[config.mk]
export PLATFORM = sky130hd
export DESIGN_NAME = tlbflushseq_flat
export DESIGN_NICKNAME = d
export VERILOG_FILES = /design/src/rtl/tlbflushseq_pkg.sv /design/src/rtl/tlbflushseq_if.sv /design/src/rtl/tlbflushseq_hs.sv /design/src/rtl/tlbflushseq.sv /design/src/flat_wrapper.sv
export SDC_FILE = /design/constraint.sdc
export NUM_CORES = 1
export LEC_CHECK = 0
export BUFFER_PORTS_ARGS = -buffer_cell sky130_fd_sc_hd__buf_4
export CELL_PAD_IN_SITES_DETAIL_PLACEMENT = 0
export CELL_PAD_IN_SITES_GLOBAL_PLACEMENT = 1
export CORE_UTILIZATION = 30
export CTS_BUF_LIST = sky130_fd_sc_hd__clkbuf_8 sky130_fd_sc_hd__clkbuf_16
export CTS_CLUSTER_DIAMETER = 50
export DETAILED_ROUTE_END_ITERATION = 16
export PLACE_DENSITY_LB_ADDON = 0.1
export SLEW_MARGIN = 15
export SYNTH_ARGS = -nofsm -noshare
export SYNTH_HDL_FRONTEND = slang
export SYNTH_SLANG_ARGS = --single-unit
[constraint.sdc]
create_clock -name clk -period 2.3 [get_ports clk]
set_clock_uncertainty 0.2 [all_clocks]
set_input_delay 0.46 -clock clk [delete_from_list [all_inputs] [get_ports clk]]
set_output_delay 0.46 -clock clk [all_outputs]
set_load 0.01 [all_outputs]
[src/rtl/tlbflushseq_pkg.sv]
// Shared types for the TLB shootdown sequencer and the MMUs that consume its
// flush commands: configuration record, flush-kind encoding and FSM states.
package tlbflushseq_pkg;

  typedef struct packed {
    int unsigned XLEN;
    int unsigned ASID_BITS;
    int unsigned VMID_BITS;
    logic        H_SUPPORTED;
  } cvw_t;

  localparam cvw_t CVW_DEFAULT = '{XLEN: 64, ASID_BITS: 16, VMID_BITS: 14, H_SUPPORTED: 1'b1};

  typedef enum logic [1:0] {
    FLUSH_S  = 2'b00,
    FLUSH_VS = 2'b01,
    FLUSH_G  = 2'b10
  } flush_kind_e;

  typedef enum logic [1:0] {
    S_IDLE,
    S_REQ,
    S_WAIT,
    S_DONE
  } fence_state_e;

endpackage

[src/rtl/tlbflushseq_if.sv]
// Flush command bus between the shootdown sequencer (master) and the
// ITLB/DTLB (slave): per-TLB req/ack pairs plus the shared flush operands.
interface tlbflushseq_if import tlbflushseq_pkg::*; #(
  parameter cvw_t P = CVW_DEFAULT
) ();
  logic                   ITLBFlushReq;
  logic                   DTLBFlushReq;
  logic                   ITLBFlushAck;
  logic                   DTLBFlushAck;
  flush_kind_e            FlushKind;
  logic [P.XLEN-1:0]      FlushVAddr;
  logic                   FlushAllAddr;
  logic [P.ASID_BITS-1:0] FlushAsid;
  logic                   FlushAllAsid;
  logic [P.VMID_BITS-1:0] FlushVmid;

  modport master (
    output ITLBFlushReq, DTLBFlushReq, FlushKind, FlushVAddr, FlushAllAddr,
           FlushAsid, FlushAllAsid, FlushVmid,
    input  ITLBFlushAck, DTLBFlushAck
  );

  modport slave (
    input  ITLBFlushReq, DTLBFlushReq, FlushKind, FlushVAddr, FlushAllAddr,
           FlushAsid, FlushAllAsid, FlushVmid,
    output ITLBFlushAck, DTLBFlushAck
  );
endinterface

[src/rtl/tlbflushseq_hs.sv]
// tlbflushhs: per-TLB flush request tracker.
//   clk, reset  clock, async active-low reset
//   start       launch a request (sequencer accepting a fence)
//   ack         one-cycle acknowledge from the TLB
//   req         request to the TLB; doubles as the pending flag
//   pending_d   pending flag as it will be next cycle
module tlbflushhs (
  input  logic clk,
  input  logic reset,
  input  logic start,
  input  logic ack,
  output logic req,
  output logic pending_d
);
  logic req_q, req_d;

  // An ack sampled while pending clears the request on the following cycle.
  always_comb begin
    req_d = start | (req_q & ~ack);
  end

  always_ff @(posedge clk or negedge reset) begin
    if (!reset) req_q <= 1'b0;
    else        req_q <= req_d;
  end

  assign req       = req_q;
  assign pending_d = req_d;
endmodule

[src/rtl/tlbflushseq.sv]
// tlbflushseq: sequences ITLB/DTLB shootdowns for sfence.vma / hfence.vvma /
// hfence.gvma reaching the M stage, stalling M until both TLBs acknowledge.
//   clk, reset              clock, async active-low reset
//   StallM, FlushM          M-stage stall / flush from other sources
//   sfencevmaM, hfence*M    decoded fence in M
//   InstrM                  instruction bits [24:15] (rs2, rs1)
//   SrcAM, SrcBM            rs1 / rs2 operand values
//   VirtModeW, HGATP_VMID   virtualisation mode and current VMID
//   tlb                     flush command bus to the TLBs (master side)
//   FenceStallM             hold M while a shootdown is in progress
//   FenceDoneM              shootdown complete, fence may retire
module tlbflushseq import tlbflushseq_pkg::*; #(
  parameter cvw_t P = CVW_DEFAULT
) (
  input  logic                   clk,
  input  logic                   reset,
  input  logic                   StallM,
  input  logic                   FlushM,
  input  logic                   sfencevmaM,
  input  logic                   hfencevvmaM,
  input  logic                   hfencegvmaM,
  input  logic [9:0]             InstrM,
  input  logic [P.XLEN-1:0]      SrcAM,
  input  logic [P.XLEN-1:0]      SrcBM,
  input  logic                   VirtModeW,
  input  logic [P.VMID_BITS-1:0] HGATP_VMID,
  tlbflushseq_if.master          tlb,
  output logic                   FenceStallM,
  output logic                   FenceDoneM
);
  fence_state_e           state_q, state_d;
  logic                   done_q, done_d;
  logic                   abort_q, abort_d;
  flush_kind_e            kind_q, kind_d, kind_sel;
  logic [P.XLEN-1:0]      vaddr_q, vaddr_d;
  logic                   all_addr_q, all_addr_d;
  logic [P.ASID_BITS-1:0] asid_q, asid_d;
  logic                   all_asid_q, all_asid_d;
  logic [P.VMID_BITS-1:0] vmid_q, vmid_d, vmid_sel;
  logic                   fence_m, accept, aborting;
  logic                   i_pend_d, d_pend_d;
  logic                   unused_srcb;

  assign unused_srcb = ^SrcBM;

  tlbflushhs u_itlb_hs (
    .clk(clk), .reset(reset), .start(accept), .ack(tlb.ITLBFlushAck),
    .req(tlb.ITLBFlushReq), .pending_d(i_pend_d)
  );

  tlbflushhs u_dtlb_hs (
    .clk(clk), .reset(reset), .start(accept), .ack(tlb.DTLBFlushAck),
    .req(tlb.DTLBFlushReq), .pending_d(d_pend_d)
  );

  always_comb begin
    fence_m  = sfencevmaM | (P.H_SUPPORTED & (hfencevvmaM | hfencegvmaM));
    accept   = (state_q == S_IDLE) & fence_m & ~FlushM;
    aborting = abort_q | FlushM;

    // gvma > vvma > sfence; sfence from VS/VU mode targets the VS stage.
    if (P.H_SUPPORTED && hfencegvmaM) begin
      kind_sel = FLUSH_G;
      vmid_sel = SrcBM[P.VMID_BITS-1:0];
    end else if (P.H_SUPPORTED && (hfencevvmaM || VirtModeW)) begin
      kind_sel = FLUSH_VS;
      vmid_sel = HGATP_VMID;
    end else begin
      kind_sel = FLUSH_S;
      vmid_sel = '0;
    end

    state_d    = state_q;
    done_d     = 1'b0;
    abort_d    = abort_q;
    kind_d     = kind_q;
    vaddr_d    = vaddr_q;
    all_addr_d = all_addr_q;
    asid_d     = asid_q;
    all_asid_d = all_asid_q;
    vmid_d     = vmid_q;

    case (state_q)
      S_IDLE: begin
        abort_d = 1'b0;
        if (accept) begin
          state_d    = S_REQ;
          kind_d     = kind_sel;
          vaddr_d    = SrcAM;
          all_addr_d = (InstrM[4:0] == 5'd0);
          asid_d     = SrcBM[P.ASID_BITS-1:0];
          all_asid_d = (InstrM[9:5] == 5'd0);
          vmid_d     = vmid_sel;
        end
      end
      S_REQ: begin
        abort_d = aborting;
        state_d = S_WAIT;
      end
      S_WAIT: begin
        // A flushed fence still completes the handshake but never reports done.
        abort_d = aborting;
        if (!i_pend_d && !d_pend_d) begin
          state_d = aborting ? S_IDLE : S_DONE;
          done_d  = ~aborting;
        end
      end
      S_DONE: begin
        if (FlushM || !StallM) state_d = S_IDLE;
        else                   done_d  = 1'b1;
      end
      default: state_d = S_IDLE;
    endcase
  end

  always_ff @(posedge clk or negedge reset) begin
    if (!reset) begin
      state_q    <= S_IDLE;
      done_q     <= 1'b0;
      abort_q    <= 1'b0;
      kind_q     <= FLUSH_S;
      vaddr_q    <= '0;
      all_addr_q <= 1'b0;
      asid_q     <= '0;
      all_asid_q <= 1'b0;
      vmid_q     <= '0;
    end else begin
      state_q    <= state_d;
      done_q     <= done_d;
      abort_q    <= abort_d;
      kind_q     <= kind_d;
      vaddr_q    <= vaddr_d;
      all_addr_q <= all_addr_d;
      asid_q     <= asid_d;
      all_asid_q <= all_asid_d;
      vmid_q     <= vmid_d;
    end
  end

  always_comb begin
    FenceStallM = accept | (state_q == S_REQ) | (state_q == S_WAIT);
  end

  assign FenceDoneM       = done_q;
  assign tlb.FlushKind    = kind_q;
  assign tlb.FlushVAddr   = vaddr_q;
  assign tlb.FlushAllAddr = all_addr_q;
  assign tlb.FlushAsid    = asid_q;
  assign tlb.FlushAllAsid = all_asid_q;
  assign tlb.FlushVmid    = vmid_q;
endmodule

[src/flat_wrapper.sv]
// flat-port wrapper written by rule: the top's interface ports become plain ports
module tlbflushseq_flat import tlbflushseq_pkg::*;
#(
  parameter cvw_t P = CVW_DEFAULT
)
  (clk, reset, StallM, FlushM, sfencevmaM, hfencevvmaM, hfencegvmaM, InstrM, SrcAM, SrcBM, VirtModeW, HGATP_VMID, FenceStallM, FenceDoneM, tlb_ITLBFlushReq, tlb_DTLBFlushReq, tlb_FlushKind, tlb_FlushVAddr, tlb_FlushAllAddr, tlb_FlushAsid, tlb_FlushAllAsid, tlb_FlushVmid, tlb_ITLBFlushAck, tlb_DTLBFlushAck);
  tlbflushseq_if #(.P(P)) tlb_i ();
  input  logic clk;
  input  logic reset;
  input  logic StallM;
  input  logic FlushM;
  input  logic sfencevmaM;
  input  logic hfencevvmaM;
  input  logic hfencegvmaM;
  input  logic [9:0] InstrM;
  input  logic [P.XLEN-1:0] SrcAM;
  input  logic [P.XLEN-1:0] SrcBM;
  input  logic VirtModeW;
  input  logic [P.VMID_BITS-1:0] HGATP_VMID;
  output logic FenceStallM;
  output logic FenceDoneM;
  output wire logic [$bits(tlb_i.ITLBFlushReq)-1:0] tlb_ITLBFlushReq;
  output wire logic [$bits(tlb_i.DTLBFlushReq)-1:0] tlb_DTLBFlushReq;
  output wire logic [$bits(tlb_i.FlushKind)-1:0] tlb_FlushKind;
  output wire logic [$bits(tlb_i.FlushVAddr)-1:0] tlb_FlushVAddr;
  output wire logic [$bits(tlb_i.FlushAllAddr)-1:0] tlb_FlushAllAddr;
  output wire logic [$bits(tlb_i.FlushAsid)-1:0] tlb_FlushAsid;
  output wire logic [$bits(tlb_i.FlushAllAsid)-1:0] tlb_FlushAllAsid;
  output wire logic [$bits(tlb_i.FlushVmid)-1:0] tlb_FlushVmid;
  input wire logic [$bits(tlb_i.ITLBFlushAck)-1:0] tlb_ITLBFlushAck;
  input wire logic [$bits(tlb_i.DTLBFlushAck)-1:0] tlb_DTLBFlushAck;
  assign tlb_ITLBFlushReq = tlb_i.ITLBFlushReq;
  assign tlb_DTLBFlushReq = tlb_i.DTLBFlushReq;
  assign tlb_FlushKind = tlb_i.FlushKind;
  assign tlb_FlushVAddr = tlb_i.FlushVAddr;
  assign tlb_FlushAllAddr = tlb_i.FlushAllAddr;
  assign tlb_FlushAsid = tlb_i.FlushAsid;
  assign tlb_FlushAllAsid = tlb_i.FlushAllAsid;
  assign tlb_FlushVmid = tlb_i.FlushVmid;
  assign tlb_i.ITLBFlushAck = tlb_ITLBFlushAck;
  assign tlb_i.DTLBFlushAck = tlb_DTLBFlushAck;
  tlbflushseq #(.P(P)) u_core (.clk(clk), .reset(reset), .StallM(StallM), .FlushM(FlushM), .sfencevmaM(sfencevmaM), .hfencevvmaM(hfencevvmaM), .hfencegvmaM(hfencegvmaM), .InstrM(InstrM), .SrcAM(SrcAM), .SrcBM(SrcBM), .VirtModeW(VirtModeW), .HGATP_VMID(HGATP_VMID), .tlb(tlb_i), .FenceStallM(FenceStallM), .FenceDoneM(FenceDoneM));
endmodule
# Word-level counts from Yosys, hierarchy flattened
# Cells that the tools add are included.
[word_totals]
ff_bits = 104
ram_bits = 0
wordCells = 58
mem_count = 0
out_inout_bits = 102
in_bits = 162
latchBits = 0
mem_bits_ro = 0
[op_classes]
order_cmp = 0
muxes = 13
reduce_logical = 13
eq_ne = 6
n_shift = 0
bitwise_logic = 15
add_sub_neg = 0
multipliers = 0
n_div = 0
[op_table]
columns = ["op", "n"]
rows = [
  ["14-bit 2-to-1 mux", 2],
  ["5-bit zero test", 2],
  ["2-bit 2-to-1 mux", 5],
  ["2-bit case mux with 4 select lines", 1],
  ["1-bit OR", 7],
  ["2-bit by 1-bit inequality test with 1-bit output (second input constant)", 3],
  ["1-bit bitwise AND", 4],
  ["2-bit equality test (second input constant)", 2],
  ["1-bit NOT", 4],
  ["1-bit case mux with 2 select lines", 2],
  ["1-bit zero test", 3],
  ["1-bit 2-to-1 mux", 3],
  ["3-bit AND reduction", 1],
  ["2-bit by 1-bit equality test with 1-bit output (second input constant)", 1],
  ["2-bit zero test", 1],
  ["1-bit logical OR", 2],
  ["2-bit AND reduction", 1],
  ["2-bit nonzero test", 1],
  ["2-bit OR reduction", 1],
  ["1-bit logical AND", 1],
]

# Depth between registers and ports, before layout
# Gate-level depths: netlist (run 1).
[logic_depth]
ltp_word = 9
mapped_depth = 7

# By module
# Synthesis (run 1) repeated with hierarchy kept, for this count alone.
[hier_totals]
hier_cells = 451
area_unflattened_um2 = 4155.2
[modules_own_cells]
columns = ["module", "area_per_inst_um2", "n_inst", "seq_area_each_um2", "cells_each"]
rows = [
  ["tlbflushseq", 4082.7, 1, 2552.4, 445],
  ["tlbflushhs", 36.3, 2, 25.0, 3],
]

# Least setup slack after synthesis (run 1)
# No wires, ideal clock.
[synth_timing]
path_type = "register to output"
from = "register u_core.state_q[0]"
to = "output port FenceStallM"
arrival_time_ns = 1.406
n_path_buf = 1
slack_ns = 0.234
path_stages_with_launch = 6
path_cell_list = "dfrtp_1 inv_1 ha_1 nor3b_2 clkbuf_1 or3_1"
[synth_between]
elab_chain_len = 5
[synth_lines]
columns = ["element", "line_no", "rtl"]
rows = [
  ["from (decl)", "tlbflushseq.sv:31", "fence_state_e state_q, state_d;"],
  ["from (signal assigned)", "tlbflushseq.sv:128", "state_q <= state_d;"],
  ["2-bit zero test", "tlbflushseq.sv:58", "accept = (state_q == S_IDLE) & fence_m & ~FlushM;"],
  ["1-bit bitwise AND (2 in a row)", "tlbflushseq.sv:58", ""],
  ["1-bit OR", "tlbflushseq.sv:141", "FenceStallM = accept | (state_q == S_REQ) | (state_q == S_WAIT);"],
  ["1-bit OR *", "tlbflushseq.sv:141", ""],
  ["to (decl)", "flat_wrapper.sv:20", "output logic FenceStallM;"],
]
# Mark *: on every way between the ends. The rest lies on a longest branch, timed or not.

# Final worst setup path (run 1)
[layout_timing]
from = "register u_core.state_q[1]"
to = "output port FenceStallM"
# The elaborated chain is that of the path after synthesis.

==> results of run 1 <==
worst min-delay path by stage:
stage / from / end / slack, ns / cells past startpoint
6_report: InstrM[6] / u_core.tlb.FlushAllAsid$_DFFE_PN0P_ / 0.1 / 2
5_1_grt: InstrM[1] / u_core.tlb.FlushAllAddr$_DFFE_PN0P_ / 0.09 / 2
4_1_cts: InstrM[6] / u_core.tlb.FlushAllAsid$_DFFE_PN0P_ / 0.08 / 2
3_5_place_dp: reset / u_core.tlb.FlushVAddr[32]$_DFFE_PN0P_ / 0.23 / 1
3_3_place_gp: reset / u_core.tlb.FlushVAddr[32]$_DFFE_PN0P_ / 0.23 / 1
2_1_floorplan: reset / u_core.FenceDoneM$_DFF_PN0_ / -0.04 / 0
power groups by stage:
stage / clock network [mW] / logic [mW] / registers (mW)
2_1_floorplan: 0 / 1.22 / 3.50
3_3_place_gp: 0 / 3.47 / 3.13
3_5_place_dp: 0 / 3.51 / 3.15
4_1_cts: 1.44 / 3.60 / 3.12
5_1_grt: 1.49 / 3.95 / 3.21
6_report: 1.37 / 3.57 / 3.11
logic make-up after synthesis:
kind of cell             share of synthesized area, %
AO/OA/AOI/OAI                                    4.91
adder cells (fa/ha/maj)                          1.81
buffers and inverters                            2.98
flip-flops                                       62.7
multiplexers                                    0.241
AND/OR/NAND/NOR                                  27.4
repair_timing:
item                                    4_1_cts  5_1_grt
gates resized for setup                       6        1
hold buffers                                  1        0
hold endpoints to repair                     29        0
pin swaps                                     1        0
endpoints found under the setup margin        1        1
buffers inserted                              2        1
stage by stage:
step | TNS, ns | area, µm² | util [%]
6_report | 0 | 6320 | 47.4
3_5_place_dp | 0 | 6010 | 45.0
2_1_floorplan | 0 | 4150 | -
5_1_grt | -0.0338 | 6320 | 47.4
4_1_cts | 0 | 6310 | 47.3
3_3_place_gp | 0 | 6010 | 45.0
cell usage after synthesis, drive strengths merged:
master / count / area, µm²
a21o: 1 / 7.51
or2: 2 / 12.5
or3: 1 / 6.26
or3b: 1 / 8.76
o2bb2ai: 1 / 8.76
and3: 13 / 81.3
ha: 6 / 75.1
nor3: 1 / 10.0
nor3b: 1 / 12.5
clkbuf: 11 / 41.3
nor2b: 3 / 18.8
a221o: 13 / 130
o22a: 1 / 8.76
nand4: 1 / 6.26
nand3b: 1 / 7.51
and3b: 1 / 8.76
nand3: 1 / 5.00
mux2i: 1 / 10.0
o31ai: 4 / 30.0
o21ai: 1 / 5.00
a221oi: 1 / 8.76
a21oi: 1 / 5.00
inv: 2 / 7.51
dfrtp: 104 / 2600
nor2: 5 / 18.8
buf: 13 / 75.1
or4: 2 / 15.0
nand2: 247 / 927
area by class of cell:
type / count / area [µm²] / area share [%]
Sequential cell: 104 / 2600 / 41.1
Tap cell: 176 / 220 / 3.48
Multi-Input combinational cell: 310 / 1460 / 23.1
Inverter: 2 / 7.51 / 0.119
Timing Repair Buffer: 231 / 1780 / 28.1
Clock buffer: 10 / 239 / 3.78
Clock inverter: 4 / 16.3 / 0.257
registers in the layout, indices dropped and copies added, names as in the netlist:
signal / cells
u_core.tlb.FlushVAddr: 64
u_core.tlb.FlushAsid: 16
u_core.tlb.FlushVmid: 14
u_core.state_q: 2
u_core.tlb.FlushKind: 2
u_core.FenceDoneM: 1
u_core.abort_q: 1
u_core.tlb.FlushAllAddr: 1
u_core.tlb.FlushAllAsid: 1
u_core.u_dtlb_hs.req: 1
u_core.u_itlb_hs.req: 1
worst register-to-register path, cell delays in order, from the launching register on:
cell	delay, ns
dfrtp_1	0.39
inv_2	0.13
ha_4	0.17
or3b_4	0.43
buf_4	0.20
a221o_1	0.36
per-layer routing:
metal  track usage (%)  vias to the layer above  wire (µm)  part of all wire, %
met5                 0                        -          0                    0
met1              22.1                     1750       5310                   44
met3              3.90                       14        783                  6.5
met2              28.5                      132       5790                   48
li1                  -                     1829          -                    -
met4              7.34                        0        216                  1.8
==> run metrics, run 1 <==
status complete, no violations; delay-heaviest family, CP simple AND/OR/NAND/NOR gates; setup violators final 0; clock period minus worst slack 2.27 ns; first-pass iteration count of the detailed router 4; commonest non-fill, non-tap cell in the layout nand2_1; Buffers on Ports 215; DP HPWL 8490 µm; Initial Util 31.1%; CP max-delay cell dfrtp_1; VDD IR max 0.000565 V; critical path arrival 1.61 ns; first-pass GRT wire length 19300 µm; area of the die 0.0143 mm²; pin count of the biggest net entering global routing 57; cells on worst reg2reg path 5; CP Cell Sequence inv_2 -> ha_4 -> nor3b_4 -> or3_1 -> buf_6; Sw Share 35.4%; DRC 0; Detail Route Antenna Nets 0; reg-to-reg endpoint u_core.tlb.FlushVmid[5]$_DFFE_PN0P_; Worst Tran Pin Value 0.651 ns; Crit path largest cell delay 0.38 ns; MaxCap Viol Count 0; internal power 5.20 mW; Worst Setup End Kind output pin; Vert. Die Dim 120 µm; area of the core 0.0133 mm²; row count 42; # placed instances 819; CP startpoint u_core.state_q[1]$_DFFE_PN0P_; power density cells 1270 mW/mm²; post-synthesis cell type count 30; f_max 0.441 GHz; Root Driver clkbuf_16; synthesized cell area 0.00415 mm²; fillers 1315; CTS max path bufs 2; GRT overflow 0; DRT Wirelength 12100 µm; Design Power 8.05 mW; Seq/Total Area, Yosys 62.7%; Flop pwr share 38.6%; synthesized flop and latch total 104; Die X 120 µm; antenna violations before repair 0; TritonCTS clock tree done; worst-case hold slack 0.0966 ns; Max transition margin 56.6%; Final Hold Viols 0; Synth warnings 0; CTS buffer count 9; startpoint types flop; CP bufs+invs 2; Max Slew Vio Count 0; HP Class in2reg; origin of the critical flop-to-flop path u_core.state_q[0]$_DFFE_PN0P_; RSZ-0062 raised after global routing true; Tcrit/Tclk final 98.5%; Sw Pwr 2.85 mW; GRT Util Overall 17.4%; vias in the first global route 3712; Critical Path RT 1.64 ns; most frequent cells in the layout 247 x nand2_1, 226 x buf_4, 104 x dfrtp_1; syn avg cell area 9.44 µm²; diode count 0; Finished Layout Cells 837; crit path to FenceStallM; routability cong. 0.749; area grow syn2layout 52.3%; Post-Syn Nets 608; wire length per cell 14.5 µm; Comb pwr share 44.3%; worst setup margin 0.0345 ns; Via Count 3725; R2R Setup Slk 0.30 ns; layout cells sized above 1 37.8%; nets@finish 826; Clock Sinks 104; io pins 264; Crit path depth 5; H-tree depth 3; Vias/cell 4.45; Critical Path Fanout Max 4; Clk pwr share 17.0%; dpl ws 0.130 ns; Clk pin slew, worst setup/hold paths 0.06 ns; Clk Latency, worst-skew pair 0.34 ns; Mapped Cells 440; critical path class reg2out; leakage power figure 3.54 nW; DRT iter0 DRCs 144
(Power assumes the default switching activity.)
==> inputs of run 2 (changes only) <==
Clock period 2.3 ns to 2.14 ns, I/O delays scaled along.
==> run 2 against run 1 <==
  * The flow now finishes with violations (negative setup slack)
  * Global-route usage decreased by 0.31 points
  * Non-clock buffer count rose by 7
  * Clock power grew 32%
  * Largest cell class unchanged
==> run metrics, run 2 (synthesis results as in run 1) <==
MaxCap Viol Count 0; io pins 264; layout cells sized above 1 39.4%; worst setup margin -0.0495 ns; Worst Setup End Kind output pin; HP Class in2reg; GRT Util Overall 17.1%; met3 usage 3.56%; VDD IR max 0.000511 V; met1 Usage GRT 21.7%; startpoint types flop; GR peak layer met2; wire length per cell 14.1 µm; RSZ-0062 raised after global routing true; Worst Tran Pin Value 0.984 ns; row count 42; Buffers on Ports 215; commonest non-fill, non-tap cell in the layout nand2_1; reg-to-reg endpoint u_core.tlb.FlushAllAddr$_DFFE_PN0P_; most frequent cells in the layout 247 x nand2_1, 227 x buf_4, 104 x dfrtp_1; Worst Hold Launch InstrM[6]; power density cells 1400 mW/mm²; CTS buffer count 9; DRC 0; antenna violations before repair 0; Die X 120 µm; origin of the critical flop-to-flop path u_core.state_q[1]$_DFFE_PN0P_; H-tree depth 3; Root Driver clkbuf_16; number of cells on the worst hold path 2; Hold EP u_core.tlb.FlushAllAsid$_DFFE_PN0P_; cells on worst reg2reg path 7; Clk Latency, worst-skew pair 0.34 ns; met2 usage 28.6%; Clock Sinks 104; routability cong. 0.753; total negative setup slack -0.0495 ns; Area after DPL 0.00607 mm²; leakage power figure 3.62 nW; first-pass iteration count of the detailed router 6; Clk pin slew, worst setup/hold paths 0.07 ns; status complete, but fails checks; area grow syn2layout 56.5%; nets@finish 833; area of the die 0.0143 mm²; vias in the first global route 3662; R2R Setup Slk 0.09 ns; Via Count 3728; critical path class reg2out; Initial Util 31.1%; Post-Layout Inst Area 0.00650 mm²; GRT overflow 0; critical path arrival 1.56 ns; fillers 1327; Critical Path RT 1.51 ns; Max Slew Vio Count 0; DP HPWL 8530 µm; Critical Path Fanout Max 2; CTS max path bufs 2; pin count of the biggest net entering global routing 51; Tcrit/Tclk final 102%; Max transition margin 34.2%; Vias/cell 4.41; TritonCTS clock tree done; DRT Wirelength 11900 µm; diode count 0; f_max 0.457 GHz; Detail Route Antenna Nets 0; dpl ws -0.0137 ns; DRT iter0 DRCs 167; first-pass GRT wire length 19000 µm; setup violators final 1; max reg flops 64; failing checks negative setup slack; Vert. Die Dim 120 µm; area of the core 0.0133 mm²; clock period minus worst slack 2.19 ns; Final Hold Viols 0
[run 2: metrics by stage]
stage / util [%] / power, mW / std cells / hold slack, ns
2_1_floorplan: - / 5.07 / 440 / -0.0676
3_3_place_gp: 45.5 / 7.17 / 824 / 0.207
3_5_place_dp: 45.5 / 7.26 / 824 / 0.212
4_1_cts: 48.6 / 9.24 / 846 / 0.0599
5_1_grt: 48.7 / 9.79 / 846 / 0.0637
6_report: 48.7 / 9.11 / 846 / 0.0688
[run 2: worst max path at each step]
stage	startpoint	end	cells past startpoint
after floorplan	u_core.state_q[0]$_DFFE_PN0P_	FenceStallM	5
after global placement	hfencegvmaM	u_core.tlb.FlushVmid[7]$_DFFE_PN0P_	6
after detailed placement	hfencegvmaM	u_core.tlb.FlushVmid[12]$_DFFE_PN0P_	6
after CTS	u_core.state_q[0]$_DFFE_PN0P_	FenceStallM	5
after global routing	u_core.state_q[0]$_DFFE_PN0P_	FenceStallM	5
final	u_core.state_q[0]$_DFFE_PN0P_	FenceStallM	5
[run 2: layout make-up]
cell class | count | area (µm²) | share of cell area [%]
clock inverter | 5 | 78.8 | 1.21
sequential | 104 | 2600 | 40.0
tap | 176 | 220 | 3.39
clock buffer | 11 | 253 | 3.89
multi-input combinational | 310 | 1470 | 22.6
timing repair buffer | 238 | 1870 | 28.8
inverter | 2 | 7.51 | 0.115
[run 2: critical path: stages, from the launching register on]
cell	delay, ns
dfrtp_1	0.38
inv_2	0.07
ha_4	0.16
nor3b_4	0.14
or3_1	0.33
buf_6	0.14
[run 2: report_power, final]
group / internal [mW] / switching [mW] / total, mW
clock: 1.09 / 0.720 / 1.81
combinational: 2.03 / 1.93 / 3.95
sequential: 2.87 / 0.482 / 3.35
[run 2: timing repair]
| item | 4_1_cts | 5_1_grt |
|---|---|---|
| pin swaps | 2 | 0 |
| setup buffers | 5 | 0 |
| hold buffers | 1 | 0 |
| gates resized for setup | 11 | 2 |
| setup endpoints to repair | 1 | 6 |
| hold endpoints to repair | 30 | 0 |
[run 2: per-layer routing]
metal	share of wire [%]	up-vias
li1	-	1844
met1	44	1751
met2	49	122
met3	6.0	11
met4	1.5	0
met5	0	-
==> inputs of run 3 (changes only) <==
Settings changed: CELL_PAD_IN_SITES_DETAIL_PLACEMENT 0 to 1.
==> run 3 against run 2 <==
  * The flow still finishes with violations (negative setup slack)
  * Worst setup slack better by 0.0029 ns
  * Sequential share of layout area grew 0.14 points
  * Hold slack improved by 0.0028 ns
  * Wire length up 7.6%
  * Core utilization down 0.17 points
  * Sequential cell count did not move
  * Die area unchanged
  * Maximum frequency up 0.13%
  * Non-clock buffer count shrank 1
  * Critical endpoint unchanged
==> run metrics, run 3 (synthesis results as in run 1) <==
io pins 264; first-pass iteration count of the detailed router 4; CTS max path bufs 2; Max transition margin 35.4%; Sw Share 34.9%; startpoint types flop; area grow syn2layout 56.0%; critical path arrival 1.56 ns; DP HPWL 9460 µm; commonest non-fill, non-tap cell in the layout nand2_1; H-tree depth 3; DRT Wirelength 12800 µm; Vias/cell 4.52; Root Driver clkbuf_16; reg-to-reg endpoint u_core.tlb.FlushAllAddr$_DFFE_PN0P_; CP max-delay cell dfrtp_1; delay-heaviest family, CP simple AND/OR/NAND/NOR gates; area occupied by multi-input gates 0.00148 mm²; MaxCap Viol Count 0; met3 wire length 752 µm; pin count of the biggest net entering global routing 51; Max Used Layer met4; Clk pin slew, worst setup/hold paths 0.07 ns; Die X 120 µm; Vert. Die Dim 120 µm; clock period minus worst slack 2.19 ns; DRT iter0 DRCs 119; Worst Setup End Kind output pin; Area after DPL 0.00607 mm²; CP bufs+invs 2; origin of the critical flop-to-flop path u_core.state_q[1]$_DFFE_PN0P_; Tcrit/Tclk final 102%; RSZ-0062 raised after global routing true; Comb pwr share 44.3%; Crit path depth 5; cells on worst reg2reg path 7; Critical Path RT 1.51 ns; worst setup margin -0.0466 ns; GRT Util Overall 18.3%; Clk Latency, worst-skew pair 0.34 ns; vias in the first global route 3922; wire length per cell 15.2 µm; CP startpoint u_core.state_q[0]$_DFFE_PN0P_; routability cong. 0.753; first-pass GRT wire length 20300 µm; f_max 0.457 GHz; Clock Sinks 104; Final Hold Viols 0; Max Slew Vio Count 0; fillers 1540; internal power 5.90 mW; critical path class reg2out; Critical Path Fanout Max 2; leakage power figure 3.61 nW; Via Count 3814; max reg flops 64; Buffers on Ports 215; # placed instances 824; Worst Tran Pin Value 0.966 ns; GRT overflow 0; Clk pwr share 18.6%; CP Cell Sequence inv_2 -> ha_4 -> nor3b_4 -> or3_4 -> buf_6; storage element area 0.00260 mm²; most frequent cells in the layout 247 x nand2_1, 226 x buf_4, 104 x dfrtp_1; antenna violations before repair 0; Sw Pwr 3.16 mW; area of the die 0.0143 mm²; row count 42; TritonCTS clock tree done; Initial Util 31.1%; diode count 0; area of the core 0.0133 mm²; R2R Setup Slk 0.10 ns; crit path to FenceStallM; wl on met1 5340 µm; Finished Layout Cells 844; power density cells 1400 mW/mm²; HP Class in2reg; DRC 0; layout cells sized above 1 39.2%; nets@finish 832; setup violators final 1; CTS buffer count 9; DR WL met2 6540 µm; Crit path largest cell delay 0.38 ns; Detail Route Antenna Nets 0; VDD IR max 0.000491 V; status complete, but fails checks; Post-Layout Inst Area 0.00648 mm²; failing checks negative setup slack; Flop pwr share 37.2%
run 3: metal layers:
layer,track usage [%],up-vias
met4,7.03,0
li1,-,1840
met2,31.4,121
met1,22.3,1841
met5,0,-
met3,4.04,12
run 3: worst reg2reg max path: cells and delay by family, from the launching register on:
kind / cells / cell delay (ns)
fa+ha+maj: 1 / 0.14
flops: 1 / 0.39
compound gates: 1 / 0.25
buf+inv: 4 / 0.54
simple gates: 1 / 0.41
run 3: area by class of cell:
| class | instances | share of cell area, % |
|---|---|---|
| Sequential cell | 104 | 40.2 |
| Timing Repair Buffer | 237 | 28.8 |
| Multi-Input combinational cell | 310 | 22.8 |
| Clock buffer | 12 | 4.11 |
| Tap cell | 176 | 3.40 |
| Clock inverter | 3 | 0.618 |
| Inverter | 2 | 0.116 |
run 3: per-stage QoR:
| step | util, % | power, mW | hold slack, ns | TNS (ns) | setup slack [ns] |
|---|---|---|---|---|---|
| 2_1_floorplan | - | 5.07 | -0.0676 | 0 | 0.106 |
| 3_3_place_gp | 45.5 | 7.17 | 0.207 | 0 | 0.00919 |
| 3_5_place_dp | 45.5 | 7.32 | 0.215 | -0.00772 | -0.00481 |
| 4_1_cts | 48.5 | 9.21 | 0.0569 | -0.0601 | -0.0601 |
| 5_1_grt | 48.5 | 9.70 | 0.0637 | -0.116 | -0.116 |
| 6_report | 48.5 | 9.05 | 0.0716 | -0.0466 | -0.0466 |
run 3: worst min-delay path by stage:
stage | from | slack (ns) | end | cells after the start
final | InstrM[6] | 0.07 | u_core.tlb.FlushAllAsid$_DFFE_PN0P_ | 2
after global routing | SrcAM[3] | 0.06 | u_core.tlb.FlushVAddr[3]$_DFFE_PN0P_ | 3
after CTS | SrcAM[44] | 0.06 | u_core.tlb.FlushVAddr[44]$_DFFE_PN0P_ | 3
after detailed placement | reset | 0.21 | u_core.tlb.FlushVAddr[31]$_DFFE_PN0P_ | 1
after global placement | reset | 0.21 | u_core.tlb.FlushVAddr[31]$_DFFE_PN0P_ | 1
after floorplan | reset | -0.07 | u_core.FenceDoneM$_DFF_PN0_ | 0
run 3: power groups by stage:
stage          sequential, mW  clock (mW)  combinational [mW]
4_1_cts                  3.38        1.75                4.08
5_1_grt                  3.48        1.82                4.40
3_3_place_gp             3.34           0                3.83
3_5_place_dp             3.39           0                3.93
6_report                 3.37        1.68                4.01
2_1_floorplan            3.76           0                1.31
run 3: what timing repair did:
item                                    in CTS  in global routing
pin swaps                                    2                  0
gates resized for setup                     13                  1
hold buffers                                 1                  0
endpoints found under the hold margin       30                  0
buffers inserted                             4                  0
endpoints found under the setup margin       1                  6
